[src/rtl/ripple_count_sampler.sv]
// ripple_count_sampler: synchronises a free-running ripple counter bus into
// the clk domain and captures it once it has held one value for MATCH_COUNT
// consecutive samples. If that never happens within TIMEOUT settle cycles,
// the current sample is captured anyway and flagged with out_err. The
// captured value is offered on a valid/ready handshake.
// Optional build macro RIPPLE_SAMPLER_DELTA_EN adds out_delta: the modulo
// 2^WIDTH difference between this capture and the previously accepted one.
module ripple_count_sampler #(
   parameter int WIDTH       = 65,
   parameter int SYNC_STAGES = 2,
   parameter int MATCH_COUNT = 2,
   parameter int TIMEOUT     = 15
) (
   input  logic             clk,
   input  logic             reset,
   input  logic [WIDTH-1:0] cnt_in,
   input  logic             sample_req,
   output logic             busy,
   output logic             out_valid,
   input  logic             out_ready,
   output logic [WIDTH-1:0] out_count,
   output logic             out_err
`ifdef RIPPLE_SAMPLER_DELTA_EN
   ,
   output logic [WIDTH-1:0] out_delta
`endif
);

   localparam int RUN_W  = $clog2(MATCH_COUNT + 1);
   localparam int TCNT_W = $clog2(TIMEOUT + 1);
   localparam logic [RUN_W-1:0]  RUN_MAX  = RUN_W'(MATCH_COUNT);
   localparam logic [TCNT_W-1:0] TCNT_MAX = TCNT_W'(TIMEOUT);

   typedef enum logic [1:0] {S_IDLE, S_SETTLE, S_HOLD} state_t;

   state_t            r_state;
   state_t            w_state_next;
   logic [WIDTH-1:0]  r_sync [SYNC_STAGES];
   logic [WIDTH-1:0]  w_sync_q;
   logic [WIDTH-1:0]  r_last_q;
   logic [RUN_W-1:0]  r_run;
   logic [RUN_W-1:0]  w_run_next;
   logic [TCNT_W-1:0] r_tcnt;
   logic [TCNT_W-1:0] w_tcnt_next;
   logic              w_capture;
   logic              w_capture_err;
   logic              w_accept;
   logic              r_busy;
   logic              r_out_valid;
   logic [WIDTH-1:0]  r_out_count;
   logic              r_out_err;

   // Saturating increments: the run and settle-time counters never wrap.
   function automatic logic [RUN_W-1:0] sat_inc_run(input logic [RUN_W-1:0] v);
      return (v == RUN_MAX) ? v : v + 1'b1;
   endfunction

   function automatic logic [TCNT_W-1:0] sat_inc_tcnt(input logic [TCNT_W-1:0] v);
      return (v == TCNT_MAX) ? v : v + 1'b1;
   endfunction

   assign w_sync_q = r_sync[SYNC_STAGES-1];

   // Per-bit synchroniser chain, free running every cycle.
   always_ff @(posedge clk or posedge reset) begin
      if (reset) begin
         for (int i = 0; i < SYNC_STAGES; i++) r_sync[i] <= '0;
      end else begin
         r_sync[0] <= cnt_in;
         for (int i = 1; i < SYNC_STAGES; i++) r_sync[i] <= r_sync[i-1];
      end
   end

   // Stability tracking: a fresh run starts on entry and on any value change.
   always_comb begin
      w_run_next  = ((r_run == '0) || (w_sync_q != r_last_q)) ? RUN_W'(1) : sat_inc_run(r_run);
      w_tcnt_next = sat_inc_tcnt(r_tcnt);
   end

   // Next-state and capture decode; stability takes priority over timeout.
   always_comb begin
      w_state_next  = r_state;
      w_capture     = 1'b0;
      w_capture_err = 1'b0;
      w_accept      = 1'b0;
      case (r_state)
         S_IDLE: begin
            if (sample_req) w_state_next = S_SETTLE;
         end
         S_SETTLE: begin
            if (w_run_next == RUN_MAX) begin
               w_capture    = 1'b1;
               w_state_next = S_HOLD;
            end else if (w_tcnt_next == TCNT_MAX) begin
               w_capture     = 1'b1;
               w_capture_err = 1'b1;
               w_state_next  = S_HOLD;
            end
         end
         S_HOLD: begin
            if (r_out_valid && out_ready) begin
               w_accept     = 1'b1;
               w_state_next = S_IDLE;
            end
         end
         default: w_state_next = S_IDLE;
      endcase
   end

   // State, settle counters, registered status flags and the captured value.
   always_ff @(posedge clk or posedge reset) begin
      if (reset) begin
         r_state     <= S_IDLE;
         r_last_q    <= '0;
         r_run       <= '0;
         r_tcnt      <= '0;
         r_busy      <= 1'b0;
         r_out_valid <= 1'b0;
         r_out_count <= '0;
         r_out_err   <= 1'b0;
      end else begin
         r_state     <= w_state_next;
         r_busy      <= (w_state_next != S_IDLE);
         r_out_valid <= (w_state_next == S_HOLD);
         if (r_state == S_IDLE && sample_req) begin
            r_run  <= '0;
            r_tcnt <= '0;
         end
         if (r_state == S_SETTLE) begin
            r_last_q <= w_sync_q;
            r_run    <= w_run_next;
            r_tcnt   <= w_tcnt_next;
         end
         if (w_capture) begin
            r_out_count <= w_sync_q;
            r_out_err   <= w_capture_err;
         end
      end
   end

`ifdef RIPPLE_SAMPLER_DELTA_EN
   logic [WIDTH-1:0] r_prev_count;
   logic [WIDTH-1:0] r_out_delta;

   // Delta against the last accepted capture, computed at capture time.
   always_ff @(posedge clk or posedge reset) begin
      if (reset) begin
         r_prev_count <= '0;
         r_out_delta  <= '0;
      end else begin
         if (w_capture) r_out_delta  <= w_sync_q - r_prev_count;
         if (w_accept)  r_prev_count <= r_out_count;
      end
   end

   assign out_delta = r_out_delta;
`endif

   assign busy      = r_busy;
   assign out_valid = r_out_valid;
   assign out_count = r_out_count;
   assign out_err   = r_out_err;

endmodule

[config.mk]
export PLATFORM = sky130hd
export DESIGN_NAME = ripple_count_sampler
export DESIGN_NICKNAME = d
export VERILOG_FILES = /design/src/rtl/ripple_count_sampler.sv
export SDC_FILE = /design/constraint.sdc
export NUM_CORES = 1
export LEC_CHECK = 0
export ABC_AREA = 1
export CORE_UTILIZATION = 58
export DETAILED_ROUTE_END_ITERATION = 8
export GPL_TIMING_DRIVEN = 0
export PLACE_DENSITY = 0.87
export SKIP_CTS_REPAIR_TIMING = 1
export SLEW_MARGIN = 20
export SYNTH_ARGS = -nofsm -noshare
export SYNTH_HDL_FRONTEND = slang
export SYNTH_SLANG_ARGS = --single-unit
[constraint.sdc]
create_clock -name clk -period 14.45 [get_ports clk]
set_input_delay 3.6125 -clock clk [delete_from_list [all_inputs] [get_ports clk]]
set_output_delay 3.6125 -clock clk [all_outputs]
set_load 0.005 [all_outputs]
==> impl_metrics.json, run 1 <==
{
  "dr.max_layer_used": "met4",
  "placedCellCount": 1361,
  "dieWidth_um": 132,
  "grt-ovfl-total": 0,
  "synth-simple-area-share_pct": 20.2,
  "synth_compound_area_share_pct": 3.32,
  "m1WireLength_um": 8670,
  "slowest_delay_ns": 0.56,
  "setup_slack_ns": 9.40,
  "yosys.area_share.adder_pct": 0.254,
  "fin_area_um2": 12500,
  "worstPathRequired_ns": 10.84,
  "period_needed_ns": 5.05,
  "cts_tree": "yes",
  "cts_root_buffer": "clkbuf_16",
  "syn_inst": 1003,
  "port_buffers": 136,
  "slowest_stage": "clkdlybuf4s50_1",
  "dp_slack_ns": 9.54,
  "status": "completed",
  "layout.cells.non_filler": 1410,
  "synth-xor-area-share_pct": 1.78,
  "path_class": "flip-flop to primary output",
  "tightest_slew_ns": 0.588,
  "critPathLaunchType": "flip-flop",
  "drt_drc_violations_left": 0,
  "wl_met2_um": 10800,
  "leakage_uw": 0.00634,
  "viasPerCell": 4.95,
  "die_h_um": 132,
  "start_util_pct": 59.4,
  "boundaryPins": 137,
  "cp_num_buf_inv": 1,
  "arrival_ns": 1.44,
  "dr.pass1.iters": 5,
  "cp_cell_sequence": "clkdlybuf4s50_1",
  "nets": 1241,
  "ant_nets": 0,
  "synth_nets": 1074,
  "cts_max_path_buffers": 3,
  "place.detailed.hpwl_um": 13700,
  "synth_area_per_cell_um2": 9.82,
  "path_max_fanout": 2,
  "grt_pass1_wl_um": 34800,
  "met3_wirelength_um": 785,
  "min_path_type": "flip-flop to flip-flop",
  "drt-initial-drc-count": 418,
  "slew_headroom_pct": 60.8,
  "via_count": 6986,
  "ys_seq_area_share_pct": 68.9,
  "hold_viol": 0,
  "rsz0062_at_grt": "false",
  "setup_viol": 0,
  "design.core.area_um2": 16600,
  "insertion_delay_ns": 0.53,
  "wl_um": 20800,
  "diodes": 0,
  "switching_share_pct": 31.1,
  "wl_per_cell_um": 14.8,
  "final_max_slew_viol_count": 0,
  "synth.area.mux_share_pct": 0.102,
  "rows": 47,
  "crit_path_end_kind": "primary output",
  "power.switching_uw": 780,
  "gp_congestion": 0.799,
  "antenna_found_initial": 0,
  "crit_family": "buffers and inverters",
  "p_int_uw": 1730,
  "placed_cell_area_um2": 11500,
  "fin_util_pct": 75.5,
  "netlist_area_um2": 9850,
  "die-area_um2": 17500,
  "ys_seq_elements": 271,
  "clk_pin_slew_ns": 0.06,
  "yosys_warnings": 0,
  "synth_top_family_by_area": "simple AND/OR/NAND/NOR gates",
  "powerDensity_nw_per_um2": 201,
  "clock_power_share_pct": 30.0,
  "drv_cap": 0,
  "drive_gt1_share_pct": 6.13,
  "ir_drop_mv": 0.119,
  "tns_ns": 0,
  "grt_pass1_vias": 7258,
  "fin_crit_sh_pct": 35.0,
  "clock.fmax_mhz": 198,
  "htree_levels": 1,
  "seqPwrFrac_pct": 42.8,
  "synth_cell_types": 28,
  "pwr-share-comb_pct": 27.2,
  "grt_max_degree": 112,
  "syn2layout_area_growth_pct": 27.2,
  "cts_buffers": 27,
  "grt_use_total_pct": 25.2,
  "finalClockSkew_ns": 0.0250,
  "clock_sinks": 271
}
## registers in the layout, summed over array words and instances, names as in the netlist
name       flops
busy           1
out_count     65
out_err        1
out_valid      1
r_last_q      65
r_run          2
r_state        2
r_sync        65
r_tcnt         4
w_sync_q      65
## cell usage after synthesis (all sizes together)
| cell | n | area, um2 |
|---|---|---|
| nand3 | 8 | 40.0 |
| o22ai | 1 | 6.26 |
| dfrtp | 271 | 6780 |
| nand3b | 1 | 7.51 |
| nand4 | 8 | 56.3 |
| buf | 13 | 98.8 |
| a21boi | 1 | 7.51 |
| xor2 | 4 | 35.0 |
| or2 | 4 | 25.0 |
| clkbuf | 15 | 56.3 |
| clkinv | 3 | 11.3 |
| o21ai | 59 | 295 |
| o21a | 1 | 7.51 |
| a21oi | 2 | 10.0 |
| mux2i | 1 | 10.0 |
| nor2 | 44 | 170 |
| nand2 | 450 | 1690 |
| ha | 2 | 25.0 |
| inv | 99 | 372 |
| xnor2 | 16 | 140 |
## power groups by stage
| stage | Combinational [uW] | Sequential, uW | Clock [uW] |
|---|---|---|---|
| after detailed placement | 675 | 1080 | 0 |
| after CTS | 691 | 1080 | 762 |
| after global placement | 637 | 1070 | 0 |
| after global routing | 770 | 1100 | 795 |
| final | 683 | 1080 | 753 |
| after floorplan | 372 | 1070 | 0 |
## path summary, 6_finish.rpt
check | start | end | cells after the start | slack [ns]
min in group asynchronous | reset | r_sync[70] | 2 | 3.49
max in group asynchronous | reset | r_sync[106] | 3 | 10.10
setup / recovery | out_err | out_err | 1 | 9.40
hold / removal | r_sync[118] | w_sync_q[53] | 0 | 0.34
hold reg to reg | r_sync[118] | w_sync_q[53] | 0 | 0.34
setup reg to reg | w_sync_q[0] | out_count[45] | 14 | 12.25
## layer usage
layer / up-vias / GRT usage [%]
met5: - / 0
li1: 3363 / -
met4: 0 / 9.20
met3: 43 / 3.46
met2: 186 / 44.7
met1: 3394 / 31.7
## layout by cell type, fill, tap and decap left out
cell type and count:
buf_16 2, inv_8 1, inv_1 94, clkdlybuf4s50_1 136, clkinv_1 3, clkbuf_8 8, or2_0 1, o21ai_1 6
clkinv_2 5, xnor2_1 16, a21oi_1 2, or2_2 3, bufinv_16 5, buf_6 5, dfrtp_1 271, nand2_1 449
nand4_1 7, buf_2 7, clkbuf_1 18, nand4_2 1, nor2_1 42, o21a_1 1, o21ai_0 53, nor2_2 2
mux2i_1 1, clkbuf_16 27, o22ai_1 1, inv_6 1, nand3b_1 1, inv_2 4, ha_1 2, nand2_2 1
nand3_1 8, a21boi_0 1, xor2_1 4, buf_4 1
## logic make-up after synthesis
family                     after synthesis
and+or+nand+nor                        515
DFF                                    271
buffers and inverters                  130
AOI/OAI and AO/OA                       64
xor gates and xnor gates                20
adders and majority gates                2
muxes                                    1
## area by class of cell
type	count	area, um2
multi-input cells	602	2530
well taps	220	275
flip-flops and latches	271	6780
clock buffers	38	797
repair buffers	138	1420
fillers	1057	4060
inverters	102	390
clock inverters	11	184
plain buffers	28	155
## per-stage QoR
stage | power [uW] | hold slack, ns
floorplan | 1440 | 0.331
CTS | 2530 | 0.346
global placement | 1710 | 0.331
finish | 2510 | 0.343
detailed placement | 1760 | 0.335
global route | 2660 | 0.350
No activity file was read; power rests on OpenSTA's default activity.
==> inputs of run 2 (changes only) <==
Settings changed: CORE_UTILIZATION 58 to 49, PLACE_DENSITY 0.87 to 0.79.
Clock period 14.45 ns to 4.6 ns, I/O delays scaled along.
==> run 2 against run 1 <==
Power grew to 3.0 times the previous value. Sequential share of layout area fell by 0.42 points. Setup slack lost 7.4 ns. Core utilization fell by 11 points. Largest power group unchanged. Design area is 0.79% higher. Sequential power grew to 3.1 times the previous value. Critical path depth stayed put. Clock power grew to 2.9 times the previous value. Global-route usage shrank 4.3 points. First-iteration DRC count fell by 7.7%. Combinational power rose to 3.1 times the previous value.
==> impl_metrics.json, run 2 (same netlist as run 1, synthesis figures left out) <==
{
  "status": "completed",
  "fin_crit_sh_pct": 56.3,
  "arrival_ns": 1.44,
  "mostFrequentLayoutCells": "449 x nand2_1, 271 x dfrtp_1, 136 x clkdlybuf4s50_1",
  "slowest_stage": "clkdlybuf4s50_1",
  "cts_tree": "yes",
  "path_class": "flip-flop to primary output",
  "gp_congestion": 0.768,
  "final_max_slew_viol_count": 0,
  "slowest_delay_ns": 0.52,
  "dr.pass1.iters": 5,
  "worst-path-stages": 1,
  "placedCellCount": 1413,
  "grt_pass1_wl_um": 33400,
  "layout.cells.non_filler": 1461,
  "clk_pin_slew_ns": 0.06,
  "gr-usage-met1_pct": 27.8,
  "worstHoldPathCells": 0,
  "reg2reg_to": "out_count[12]",
  "path_max_fanout": 2,
  "slew_headroom_pct": 61.9,
  "worstPathRequired_ns": 3.45,
  "critPathLaunch": "out_count[12]",
  "crit_path_end_kind": "primary output",
  "wl_per_cell_um": 13.9,
  "holdWs_ns": 0.346,
  "design.core.area_um2": 19600,
  "cp_cell_sequence": "clkdlybuf4s50_1",
  "cts_root_buffer": "clkbuf_16",
  "hold_start": "r_sync[87]",
  "setup_viol": 0,
  "antenna_found_initial": 0,
  "grt_max_degree": 36,
  "cp_num_buf_inv": 1,
  "rows": 51,
  "diodes": 0,
  "rsz0062_at_grt": "false",
  "leakage_uw": 0.00636,
  "crit_family": "buffers and inverters",
  "tightest_slew_ns": 0.571,
  "insertion_delay_ns": 0.53,
  "dieWidth_um": 144,
  "nets": 1248,
  "min_path_type": "flip-flop to flip-flop",
  "placed_cell_area_um2": 11700,
  "viasPerCell": 4.71,
  "start_util_pct": 50.3,
  "grt-ovfl-total": 0,
  "hold_viol": 0,
  "cts_max_path_buffers": 3,
  "die_h_um": 144,
  "wl_um": 20200,
  "crit_end": "out_count[12]",
  "fin_area_um2": 12600,
  "powerDensity_nw_per_um2": 606,
  "clock_sinks": 271,
  "grt_use_total_pct": 20.9,
  "drv_cap": 0,
  "final_common_cell": "nand2_1",
  "drive_gt1_share_pct": 6.69,
  "power_uw": 7660,
  "period_needed_ns": 2.59,
  "grtUsageMet2_pct": 35.2,
  "boundaryPins": 137,
  "cts_buffers": 27,
  "busiest_layer": "met2",
  "syn2layout_area_growth_pct": 28.2,
  "clock.fmax_mhz": 386,
  "ant_nets": 0,
  "htree_levels": 1,
  "ir_drop_mv": 0.359,
  "via_count": 6888,
  "grt.met3_usage_pct": 3.27,
  "port_buffers": 136,
  "finalClockSkew_ns": 0.0114,
  "ff2ff_path_depth": 15,
  "timing.rr.start": "w_sync_q[18]",
  "grt_pass1_vias": 6734,
  "place.detailed.hpwl_um": 14200,
  "reg2reg_slack_ns": 2.37,
  "drt_drc_violations_left": 0,
  "critPathLaunchType": "flip-flop",
  "die-area_um2": 20700,
  "drt-initial-drc-count": 386
}
[run 2: cell count changes in the layout (fill, tap and decap cells not counted)]
cell and change:
buf_12 +7, bufinv_16 -3, clkbuf_1 -1, clkbuf_8 -2, clkinv_2 +4, clkinvlp_4 +2
inv_8 -1
[run 2: final cells by class]
| cell class | count | area [um2] |
|---|---|---|
| plain buffers | 28 | 155 |
| clock buffers | 35 | 766 |
| clock inverters | 13 | 121 |
| fillers | 1528 | 6960 |
| inverters | 102 | 387 |
| multi-input cells | 602 | 2530 |
| flip-flops and latches | 271 | 6780 |
| well taps | 265 | 332 |
| repair buffers | 145 | 1560 |
[run 2: stage by stage]
step / util [%] / TNS (ns) / setup slack [ns]
3_5_place_dp: 59.9 / 0 / 2.15
2_1_floorplan: - / -35.62 / -0.131
5_1_grt: 64.5 / 0 / 1.98
6_report: 64.5 / 0 / 2.01
3_3_place_gp: 58.9 / -519.64 / -1.93
4_1_cts: 64.5 / 0 / 1.99
[run 2: power by group]
part / internal, uW / leakage, uW / switching [uW]
logic: 970 / 0.00265 / 1150
registers: 3000 / 0.00326 / 374
clock network: 1280 / 0.000446 / 878
total: 5250 / 0.00636 / 2400
[run 2: worst min-delay path by stage]
stage                   endpoint  slack [ns]
finish              w_sync_q[22]        0.35
global route        w_sync_q[22]        0.35
CTS                 w_sync_q[22]        0.35
detailed placement  w_sync_q[22]        0.33
global placement    w_sync_q[54]        0.33
floorplan            w_sync_q[0]        0.33
[run 2: metal layers]
metal	wire (um)	share of wire, %
met5	0	0
met4	592	2.9
met3	783	3.9
met2	10200	50
met1	8710	43
[run 2: worst reg2reg max path, cell delays in order (launching register included)]
cell and delay [ns]:
dfrtp_1 0.40, inv_1 0.06, nand2_1 0.06, nand2_1 0.05, nor2_1 0.14, nand2_1 0.10
nor2_1 0.18, nand2_1 0.07, nor2_1 0.18, nand4_1 0.12, nand2_1 0.09, nand2_1 0.07
buf_4 0.23, buf_2 0.21, nand2_1 0.07, nand2_1 0.08
==> inputs of run 3 (changes only) <==
Settings changed: CORE_UTILIZATION 49 to 54, PLACE_DENSITY 0.79 to 0.82.
Clock period 4.6 ns to 2.5 ns, I/O delays scaled along.
==> run 3 against run 2 <==
Sequential cell count stayed put. Sequential power is 84% higher. Final cell count is 2.5% lower. Setup slack worse by 1.7 ns. Core utilization is 5.8 points higher. Via count hardly changed. Global-route usage is 2.0 points higher. Clock power is 88% higher. Non-clock buffer count is 1 lower. Hold slack worse by 0.0042 ns. Largest power group unchanged.
==> impl_metrics.json, run 3 (same netlist as run 1, synthesis figures left out) <==
{
  "switching_share_pct": 31.2,
  "critPathLaunchType": "flip-flop",
  "rows": 49,
  "wl_um": 20600,
  "period_needed_ns": 2.21,
  "finalClockSkew_ns": 0.0152,
  "status": "completed",
  "die-area_um2": 18800,
  "design.core.area_um2": 17900,
  "drt_drc_violations_left": 0,
  "grt_max_degree": 37,
  "crit_path_end_kind": "flip-flop",
  "drive_gt1_share_pct": 6.37,
  "start_util_pct": 55.0,
  "grt_pass1_vias": 6937,
  "final_common_cell": "nand2_1",
  "cts_root_buffer": "clkbuf_16",
  "path_class": "flip-flop to flip-flop",
  "viasPerCell": 4.84,
  "final_max_slew_viol_count": 0,
  "ant_nets": 0,
  "port_buffers": 136,
  "cts_max_path_buffers": 3,
  "gp_congestion": 0.811,
  "seqPwrFrac_pct": 43.7,
  "critPathLaunch": "r_tcnt[1]",
  "clock_power_share_pct": 28.6,
  "drv_cap": 0,
  "clk_pin_slew_ns": 0.06,
  "drt-initial-drc-count": 405,
  "layout.cells.non_filler": 1424,
  "worstPathRequired_ns": 2.97,
  "crit_family": "simple AND/OR/NAND/NOR gates",
  "path_max_fanout": 10,
  "hold_start": "r_sync[73]",
  "tightest_slew_ns": 0.588,
  "p_int_uw": 9780,
  "insertion_delay_ns": 0.53,
  "tns_ns": 0,
  "fin_area_um2": 12600,
  "slowest_delay_ns": 0.47,
  "leakage_uw": 0.00635,
  "powerDensity_nw_per_um2": 1130,
  "syn2layout_area_growth_pct": 27.7,
  "min_path_type": "flip-flop to flip-flop",
  "slew_headroom_pct": 60.8,
  "mostFrequentLayoutCells": "449 x nand2_1, 271 x dfrtp_1, 136 x clkdlybuf4s50_1",
  "cts_tree": "yes",
  "ir_drop_mv": 0.677,
  "clock_sinks": 271,
  "holdWs_ns": 0.342,
  "arrival_ns": 2.67,
  "dr.pass1.iters": 5,
  "nets": 1247,
  "slowest_stage": "clkbuf_1",
  "cpMostUsedCell": "nand2_1",
  "placedCellCount": 1376,
  "grt_use_total_pct": 22.9,
  "hold_viol": 0,
  "setup_viol": 0,
  "via_count": 6887,
  "boundaryPins": 137,
  "pwr-share-comb_pct": 27.6,
  "clock.fmax_mhz": 453,
  "antenna_found_initial": 1,
  "rsz0062_at_grt": "false",
  "dp_slack_ns": 0.325,
  "power.switching_uw": 4440,
  "cp_num_buf_inv": 1,
  "die_h_um": 137,
  "htree_levels": 1,
  "placed_cell_area_um2": 11700,
  "grt-ovfl-total": 0,
  "timing.rr.start": "r_tcnt[1]",
  "dieWidth_um": 137,
  "fin_crit_sh_pct": 88.3,
  "grt_pass1_wl_um": 33200,
  "setup_slack_ns": 0.293,
  "cp_cell_sequence": "ha_1 -> or2_2 -> a21boi_0 -> nor2_1 -> nand2_1 -> nand2_1 -> nand2_1 -> clkbuf_1 -> nand2_1 -> nand2_1",
  "wl_per_cell_um": 14.5,
  "cts_buffers": 27,
  "place.detailed.hpwl_um": 13600
}
run 3: cell types whose count changed in the layout (fill, tap and decap cells not counted):
cell,delta
diode_2,+1
clkinv_2,-6
clkinvlp_4,-1
clkbuf_8,+4
clkbuf_1,+2
buf_16,-2
buf_12,+1
run 3: path summary, 6_finish.rpt:
check                                 to  slack, ns  cells past startpoint
setup / recovery           out_count[57]       0.29                     10
hold / removal               w_sync_q[8]       0.34                      0
setup reg to reg           out_count[57]       0.29                     10
hold reg to reg              w_sync_q[8]       0.34                      0
max in group asynchronous   w_sync_q[33]       1.03                      5
min in group asynchronous   out_count[5]       0.49                      2
run 3: per-layer routing:
metal  GRT usage, %  wire length (um)  up-vias
li1               -                 -     3374
met1           29.6              8680     3287
met2           39.5             10400      184
met3           3.11               839       42
met4           8.30               709        0
met5              0                 0        -
run 3: cell type report:
class | count | area [um2]
tap | 229 | 287
timing repair buffer | 144 | 1520
fill | 1319 | 5330
multi-input combinational | 602 | 2530
clock inverter | 6 | 83.8
antenna | 1 | 2.50
inverter | 102 | 387
clock buffer | 41 | 828
buffer | 28 | 155
sequential | 271 | 6780
run 3: power groups by stage:
stage               combinational, uW  clock, uW  sequential [uW]
detailed placement               3900          0             6260
finish                           3930       4070             6220
floorplan                        2150          0             6170
global placement                 3700          0             6210
CTS                              3970       4160             6220
global route                     4440       4330             6340
run 3: worst reg2reg max path, delay by kind of cell (launching register included):
| family | cells | cell delay, ns |
|---|---|---|
| and+or+nand+nor | 7 | 0.81 |
| buffers and inverters | 1 | 0.47 |
| DFF | 1 | 0.42 |
| adders and majority gates | 1 | 0.23 |
| AOI/OAI and AO/OA | 1 | 0.23 |
run 3: metrics by stage:
stage                     power (uW)  utilization, %
after floorplan                 8320               -
after global placement          9910            64.2
after detailed placement       10200            65.1
after CTS                      14300            70.2
after global routing           15100            70.2
final                          14200            70.2
